==> src/rtl/nand_nb_pkg.sv <==
// Shared encodings and limits for the nand_nb_pipe reduction gate.
package nand_nb_pkg;

  localparam logic [1:0] MODE_AND  = 2'b00;
  localparam logic [1:0] MODE_NAND = 2'b01;
  localparam logic [1:0] MODE_OR   = 2'b10;
  localparam logic [1:0] MODE_NOR  = 2'b11;

  localparam int unsigned MAX_LATENCY = 4;
  localparam int unsigned MAX_WIDTH   = 32;

  // One pipeline slot: gate result plus its valid tag.
  typedef struct packed {
    logic data;
    logic valid;
  } stage_t;

endpackage

==> src/rtl/nand_nb_pipe_stage.sv <==
// Single clock-enabled {data, valid} pipeline register with synchronous reset.
module nand_nb_pipe_stage
  import nand_nb_pkg::*;
#(
  parameter logic INIT = 1'b1
) (
  input  logic   clk,
  input  logic   rst,
  input  logic   ce,
  input  stage_t d,
  output stage_t q
);

  always_ff @(posedge clk) begin
    if (rst) begin
      q.data  <= INIT;
      q.valid <= 1'b0;
    end else if (ce) begin
      q <= d;
    end
  end

endmodule

==> src/rtl/nand_nb_pipe.sv <==
// N-input masked AND/NAND/OR/NOR gate with a registered pipeline of LATENCY stages.
// Optional toggle counter on O enabled by NAND_NB_PIPE_TOGGLE_CNT_EN.
module nand_nb_pipe
  import nand_nb_pkg::*;
#(
  parameter int unsigned          WIDTH    = 5,
  parameter logic [WIDTH-1:0]     INV_MASK = WIDTH'(5'b00111),
  parameter int unsigned          LATENCY  = 1,
  parameter logic                 INIT     = 1'b1
) (
  input  logic             C,
  input  logic             R,
  input  logic             CE,
  input  logic [WIDTH-1:0] I,
  input  logic             VI,
  input  logic [1:0]       MODE,
  input  logic             MASK_LD,
  input  logic [WIDTH-1:0] MASK_D,
  output logic             O,
  output logic             VO,
  output logic [WIDTH-1:0] MASK_Q
`ifdef NAND_NB_PIPE_TOGGLE_CNT_EN
  ,
  input  logic             TCNT_CLR,
  output logic [15:0]      TCNT
`endif
);

  if (LATENCY < 1 || LATENCY > MAX_LATENCY) begin : g_bad_latency
    $fatal(1, "nand_nb_pipe: LATENCY must be 1..4");
  end
  if (WIDTH < 2 || WIDTH > MAX_WIDTH) begin : g_bad_width
    $fatal(1, "nand_nb_pipe: WIDTH must be 2..32");
  end

  logic [WIDTH-1:0] mask_r;
  logic [WIDTH-1:0] x;
  logic             f;
  stage_t           chain [LATENCY+1];

  // Mask reload is deliberately not gated by CE.
  always_ff @(posedge C) begin
    if (R) begin
      mask_r <= INV_MASK;
    end else if (MASK_LD) begin
      mask_r <= MASK_D;
    end
  end

  assign MASK_Q = mask_r;

  // Masked reduction selected by MODE.
  always_comb begin
    x = I ^ mask_r;
    f = 1'b0;
    case (MODE)
      MODE_AND:  f = &x;
      MODE_NAND: f = ~&x;
      MODE_OR:   f = |x;
      MODE_NOR:  f = ~|x;
      default:   f = 1'b0;
    endcase
  end

  assign chain[0].data  = f;
  assign chain[0].valid = VI;

  for (genvar k = 0; k < LATENCY; k++) begin : g_stage
    nand_nb_pipe_stage #(
      .INIT (INIT)
    ) u_stage (
      .clk (C),
      .rst (R),
      .ce  (CE),
      .d   (chain[k]),
      .q   (chain[k+1])
    );
  end

  assign O  = chain[LATENCY].data;
  assign VO = chain[LATENCY].valid;

`ifdef NAND_NB_PIPE_TOGGLE_CNT_EN
  logic [15:0] tcnt_r;
  logic        next_o;
  logic        next_vo;

  // Values O/VO will take on the next enabled edge.
  assign next_o  = chain[LATENCY-1].data;
  assign next_vo = chain[LATENCY-1].valid;

  always_ff @(posedge C) begin
    if (R || TCNT_CLR) begin
      tcnt_r <= '0;
    end else if (CE && next_vo && (next_o != O) && (tcnt_r != 16'hFFFF)) begin
      tcnt_r <= tcnt_r + 16'd1;
    end
  end

  assign TCNT = tcnt_r;
`endif

endmodule

==> config.mk <==
export PLATFORM = sky130hd
export DESIGN_NAME = nand_nb_pipe
export DESIGN_NICKNAME = d
export VERILOG_FILES = /design/src/rtl/nand_nb_pkg.sv /design/src/rtl/nand_nb_pipe_stage.sv /design/src/rtl/nand_nb_pipe.sv
export SDC_FILE = /design/constraint.sdc
export NUM_CORES = 1
export LEC_CHECK = 0
export CORE_AREA = 5 5 42 44
export CTS_CLUSTER_DIAMETER = 200
export DETAILED_ROUTE_END_ITERATION = 8
export DIE_AREA = 0 0 47 49
export GPL_ROUTABILITY_DRIVEN = 0
export HOLD_SLACK_MARGIN = 0.12
export PLACE_DENSITY = 0.74
export REMOVE_ABC_BUFFERS = 1
export SYNTH_ARGS = -nofsm -noshare
export SYNTH_HDL_FRONTEND = slang
export SYNTH_HIERARCHICAL = 1
export SYNTH_SLANG_ARGS = --single-unit
==> constraint.sdc <==
create_clock -name C -period 1.9 [get_ports C]
set_input_delay 0.57 -clock C [delete_from_list [all_inputs] [get_ports C]]
set_output_delay 0.57 -clock C [all_outputs]
set_load 0.03 [all_outputs]
==> reports/results.ini, run 1 <==
[synth]
synth_area_leaders=dfxtp_1 (39%), a211o_1 (9.8%), xnor2_1 (9.8%)
ys_types=15
synth_top_area_share_pct=39.16
ys_warn_count=6
synth-edff-count=0
ys_seq_elements=7
synth.top_cells.by_count=dfxtp_1 (7), a211o_1 (4), nor2b_1 (4), xnor2_1 (4)
synth_area_leader_cell=dfxtp_1
avgSynthCellArea_um2=9.940
synth_most_common_cell=dfxtp_1
synth_ff_type=dfxtp_1
syn_area_um2=357.8
syn_inst=36
async_reset_ff_share_pct=0
ys_seq_area_share_pct=39.16

[power]
switching_share_pct=28.21
total_power_w=0.0004292
ir_worst_vdd_uv=308.3
pwr-share-seq_pct=38.7
p_switching_w=0.0001211
p_leak_nw=0.3007
p_int_w=0.0003082
powerDensity_nw_per_um2=643.6
p_comb_share_pct=29.6
clockPowerShare_pct=31.7

[timing]
tightest_slew_ns=0.3300
period_share_pct=98.92
rsz0062_at_grt=yes
relSlewSlack_pct=77.93
period_needed_ns=1.879
finClkSkew_ns=0.006058
drv_slew=0
hold_viol_final=0
setup_viol=0
final.setup.tns_ns=0
max_freq_mhz=532.1

[cells_and_area]
fin_nets=80
drive_gt1_share_pct=14.52
final_cell_count_no_fill=78
diodes=0
seq_area_um2=140.1
final_core_util_pct=47.59
syn2layout_area_growth_pct=86.36
post-route-cell-area_um2=666.9
fillCellCount=147
multiInputGateArea_um2=244.0

[clock_tree]
clock_latency_ns=0.25
clk_path_buf_depth=2
root_buffer=clkbuf_4
cts_setup_buffers=0
cts_hold_buf=0
cts.clk_slew.worst_paths_ns=0.06
clock_sinks=7
cts_tree=yes
cts_buffers=3
ctsHtreeMaxLevel=1

[critical_path]
r2r_cells=5
cp-start-kind=input port
cp_slowest_stage_delay_ns=0.51
rr_endpoint=g_stage[0].u_stage/q[1]
r2r_setup_slack_ns=0.41
critical_path_class=in2reg
slowest_stage=clkdlybuf4s50_1
cp.arrival_ns=2.02
worst-path-max-fanout=2
crit_chain=clkdlybuf4s50_1, xnor2_2, nand2_1, o31a_1, o221a_1, a211o_1
end_kind=flip-flop
reg2reg_from=MASK_Q[4]
required_ns=2.05

[routing]
routed_wl_um=904
route.detailed.drc=0
vias=362
detail_route.vias_per_cell=4.641
drt-initial-drc-count=3
first_pass_iters=4
wire_per_inst_um=11.59
detail-route-antenna-nets=0

[hold_path]
holdPathEnd=g_stage[0].u_stage/q[0]
hold_class=reg2reg
hold_depth=2
worstHoldStart=g_stage[0].u_stage/q[0]

[grt]
grtUsageTotal_pct=9.443
grt_pass1_vias=342
antenna_found_initial=0
overflow=0
grt_pass1_wl_um=1552
grt_max_degree=9

[place]
dp_cells=74
place_area_um2=604.3
io_buffers=23

[job]
max_cap_violations=0

[floorplan]
pin_count=24
rows=14
start_util_pct=25.54
fp.dieH_um=49
die-width_um=47
core_area_um2=1401
dieArea_um2=2303

[run_status]
status=finished clean

-- cells in the final DEF (no fill, tap or decap) --
cell type        Yosys  routed
o221a_1              1       1
clkbuf_4             0       3
o31a_1               1       1
nand2_1              3       3
xor2_2               1       1
xnor2_2              0       4
nor2_1               3       3
clkbuf_1             1       1
nor3_1               1       1
a21o_1               1       1
dlymetal6s2s_1       0       4
nand3_1              1       1
nor2b_1              4       4
nor4_2               1       1
clkdlybuf4s50_1      0      16
mux2i_1              3       3
dlygate4sd2_1        0       3
dfxtp_1              7       7
a211o_1              4       4
-- power groups by stage --
stage	logic [W]	clock network [W]	registers, W
floorplan	0.0000396	0	0.000187
global placement	0.000123	0	0.000167
detailed placement	0.000124	0	0.000168
global route	0.000138	0.000154	0.000168
finish	0.000127	0.000136	0.000166
CTS	0.000128	0.000141	0.000166
-- cell families (layout without fill, tap and decap cells) --
kind of cell | after synthesis | after routing | synth area share, %
AOI/OAI and AO/OA | 7 | 7 | 17.48
xor gates and xnor gates | 5 | 5 | 14.34
buffers and inverters | 1 | 27 | 1.048
DFF | 7 | 7 | 39.16
muxes | 3 | 3 | 8.392
and+or+nand+nor | 13 | 13 | 19.58
-- registers in the layout, summed over array words and instances, names as in the netlist --
register,count
MASK_Q,5
g_stage.u_stage/q,2
-- metrics by stage --
step / hold WS, ns / setup slack, ns
floorplan: 0.6299 / 0.1986
global placement: 0.4820 / -0.3145
detailed placement: 0.4950 / -0.3013
CTS: 0.5083 / -0.01001
global route: 0.5771 / -0.06735
finish: 0.4989 / 0.02056
-- layer usage --
metal	track usage, %	vias up	part of all wire, %
met5	0	-	0
met3	4.428	3	11
met1	11.45	165	36
met2	13.12	15	51
met4	5.530	0	2.4
li1	-	179	-
-- repair_timing --
action,in CTS,in global routing
gates resized for setup,6,5
pin swaps,0,1
cloned,0,0
endpoints found under the setup margin,2,3
-- critical path, delay by kind of cell --
| kind | cells | cell delay (ns) |
|---|---|---|
| buffers and inverters | 1 | 0.51 |
| XOR/XNOR | 1 | 0.14 |
| AND/OR/NAND/NOR | 1 | 0.09 |
| AO/OA/AOI/OAI | 3 | 0.71 |
-- how the worst max path moves through the flow --
| stage | startpoint | slack (ns) | depth (start not counted) | to |
|---|---|---|---|---|
| global placement | I[4] | -0.31 | 6 | g_stage[0].u_stage/q[1] |
| global route | I[1] | -0.07 | 6 | g_stage[0].u_stage/q[1] |
| floorplan | I[0] | 0.20 | 5 | g_stage[0].u_stage/q[1] |
| finish | I[2] | 0.02 | 6 | g_stage[0].u_stage/q[1] |
| CTS | MASK_Q[1] | -0.01 | 1 | MASK_Q[1] |
| detailed placement | I[0] | -0.30 | 6 | g_stage[0].u_stage/q[1] |
-- final cells by class --
class,instances,area share (%)
Clock buffer,4,3.940
Multi-Input combinational cell,28,36.59
Sequential cell,7,21.01
Tap cell,16,3.002
Timing Repair Buffer,23,35.46
No activity file was read; power rests on OpenSTA's default activity.
==> run 2: changes to the inputs <==
--- a/config.mk
+++ b/config.mk
@@ -5,13 +5,14 @@
 export SDC_FILE = /design/constraint.sdc
 export NUM_CORES = 1
 export LEC_CHECK = 0
+export ABC_AREA = 1
 export CORE_AREA = 5 5 42 44
 export CTS_CLUSTER_DIAMETER = 200
 export DETAILED_ROUTE_END_ITERATION = 8
 export DIE_AREA = 0 0 47 49
 export GPL_ROUTABILITY_DRIVEN = 0
 export HOLD_SLACK_MARGIN = 0.12
-export PLACE_DENSITY = 0.74
+export PLACE_DENSITY = 0.8
 export REMOVE_ABC_BUFFERS = 1
 export SYNTH_ARGS = -nofsm -noshare
 export SYNTH_HDL_FRONTEND = slang
==> run 2 against run 1 <==
  * Combinational power about the same
  * Sequential share of layout area down 1.4 points
  * Largest cell class is now non-clock buffers
  * Clock-buffer cell count unchanged
  * First-iteration DRC count rose to 3.3 times the previous value
==> reports/results.ini, run 2 <==
[routing]
vias=517  ; +43%
route.detailed.drc=0  ; unchanged
routed_wl_um=1098  ; +21%
wire_per_inst_um=9.150  ; -21%
first_pass_iters=4  ; unchanged
detail-route-antenna-nets=0  ; unchanged
detail_route.vias_per_cell=4.308  ; -7.2%
drt-initial-drc-count=10  ; +7

[timing]
tightest_slew_ns=0.3180  ; -0.01197 ns
hold_viol_final=0  ; unchanged
timing.hold.ws_ns=0.4606  ; -0.03833 ns
rsz0062_at_grt=no
finClkSkew_ns=0.002319  ; -0.003740 ns
period_share_pct=96.68  ; -2.2 points
final.setup.tns_ns=0  ; unchanged
relSlewSlack_pct=78.73  ; +0.80 points
drv_slew=0  ; unchanged
max_freq_mhz=544.4  ; +2.3%
setup_viol=0  ; unchanged
period_needed_ns=1.837  ; -0.04260 ns

[place]
dp_cells=116  ; +57%
place_hpwl_um=893.5
io_buffers=23  ; unchanged

[critical_path]
critPathTopFamily=buffers and inverters
critical_path_class=reg2out
slowest_stage=clkdlybuf4s50_1
worst-path-max-fanout=3  ; +1
reg2reg_from=MASK_Q[2]
required_ns=1.33  ; -0.72 ns
crit_chain=clkdlybuf4s50_1
crit_buf_inv=1  ; unchanged
r2r_setup_slack_ns=0.74  ; +0.33 ns
rr_endpoint=g_stage[0].u_stage/q[1]
cp.arrival_ns=1.27  ; -0.75 ns
end_kind=output port
cp_slowest_stage_delay_ns=0.68  ; +0.17 ns
r2r_cells=9  ; +4
cp-start-kind=flip-flop

[synth]
syn_area_um2=429.2  ; +20%
ys_warn_count=6  ; unchanged
synth_area_leaders=dfxtp_1 (33%), nand2_1 (26%), inv_1 (13%)
ys_seq_area_share_pct=32.65  ; -6.5 points
synth_area_leader_cell=dfxtp_1
synth_most_common_cell=nand2_1
ys_seq_elements=7  ; unchanged
synth_ff_type=dfxtp_1
avgSynthCellArea_um2=5.574  ; -44%
synth.top_cells.by_count=nand2_1 (30), inv_1 (15), nor2_1 (10)
async_reset_ff_share_pct=0  ; unchanged
synth-edff-count=0  ; unchanged
ys_types=10  ; -5
syn_inst=77  ; +110%
synth_top_area_share_pct=32.65  ; -6.5 points

[grt]
grt_pass1_wl_um=1787  ; +15%
grt_pass1_vias=479  ; +40%
antenna_found_initial=0  ; unchanged
overflow=0  ; unchanged
grt_max_degree=8  ; -1
grtUsageTotal_pct=10.85  ; +1.4 points

[job]
max_cap_violations=0  ; unchanged

[hold_path]
worstHoldStart=g_stage[0].u_stage/q[1]
hold_class=reg2reg
hold_depth=2  ; unchanged
holdPathEnd=g_stage[0].u_stage/q[1]

[floorplan]
start_util_pct=30.63  ; +5.1 points
fp.dieH_um=49  ; unchanged
rows=14  ; unchanged
pin_count=24  ; unchanged
core_area_um2=1401  ; unchanged
dieArea_um2=2303  ; unchanged
die-width_um=47  ; unchanged

[power]
p_leak_nw=0.3970  ; +32%
total_power_w=0.0004315  ; +0.54%
ir_worst_vdd_uv=291.2  ; -5.5%
powerDensity_nw_per_um2=603.0  ; -6.3%

[clock_tree]
ctsHtreeMaxLevel=1  ; unchanged
root_buffer=clkbuf_4
cts_buffers=3  ; unchanged
clock_latency_ns=0.25  ; about the same
cts_setup_buffers=0  ; unchanged
clock_sinks=7  ; unchanged
cts_resized=0  ; -6
cts.clk_slew.worst_paths_ns=0.05  ; about the same
cts_tree=yes
cts_hold_buf=0  ; unchanged
clk_path_buf_depth=2  ; unchanged

[cells_and_area]
layout_commonest_cell=nand2_1
diodes=0  ; unchanged
mostFrequentLayoutCells=nand2_1 (30), clkdlybuf4s50_1 (19), inv_1 (15), nor2_1 (10), dfxtp_1 (7)
fin_nets=122  ; +53%
syn2layout_area_growth_pct=66.76
drive_gt1_share_pct=4.808  ; -9.7 points
final_cell_count_no_fill=120  ; +54%
largest_reg_flops=5  ; unchanged

[run_status]
status=finished clean

==> run 2: cell type report <==
| cell class | count | area, µm² |
|---|---|---|
| Clock buffer | 4 | 26.28 |
| Fill cell | 151 | 685.7 |
| Inverter | 15 | 56.30 |
| Multi-Input combinational cell | 55 | 232.7 |
| Sequential cell | 7 | 140.1 |
| Tap cell | 16 | 20.02 |
| Timing Repair Buffer | 23 | 240.2 |
==> run 2: worst max path at each step <==
stage                          from                 endpoint  cells past startpoint
after detailed placement       I[2]  g_stage[0].u_stage/q[1]                     10
final                     MASK_Q[3]                MASK_Q[3]                      1
after global placement         I[2]  g_stage[0].u_stage/q[1]                     10
after global routing      MASK_Q[3]                MASK_Q[3]                      1
after CTS                 MASK_Q[2]                MASK_Q[2]                      1
after floorplan                I[1]  g_stage[0].u_stage/q[1]                     10
==> run 2: cell families after synthesis <==
kind of cell | share of synthesized area (%)
compound gates | 8.162
buf+inv | 13.12
simple gates | 44.03
xor+xnor | 2.041
flops | 32.65
==> run 2: where the power goes <==
| part | internal [W] | total [W] | switching [W] |
|---|---|---|---|
| registers | 0.000158 | 0.000166 | 0.00000777 |
| clock network | 0.0000802 | 0.000136 | 0.0000560 |
| logic | 0.0000639 | 0.000130 | 0.0000659 |
| total | 0.000302 | 0.000432 | 0.000130 |
==> run 2: stage by stage <==
stage	setup WS [ns]	utilization, %	instance area, µm²
floorplan	0.6089	-	429.2
global placement	0.09957	48.48	679.4
detailed placement	0.05526	48.48	679.4
CTS	0.003644	50.36	705.7
global route	0.01479	51.07	715.7
finish	0.06316	51.07	715.7
==> run 2: per-layer routing <==
layer  routed length [µm]  track usage (%)  vias up
met5                    0                0        -
met2                  529            16.74       19
met3                   90            2.952        5
met1                  442            11.23      209
li1                     -                -      284
met4                   36            9.677        0
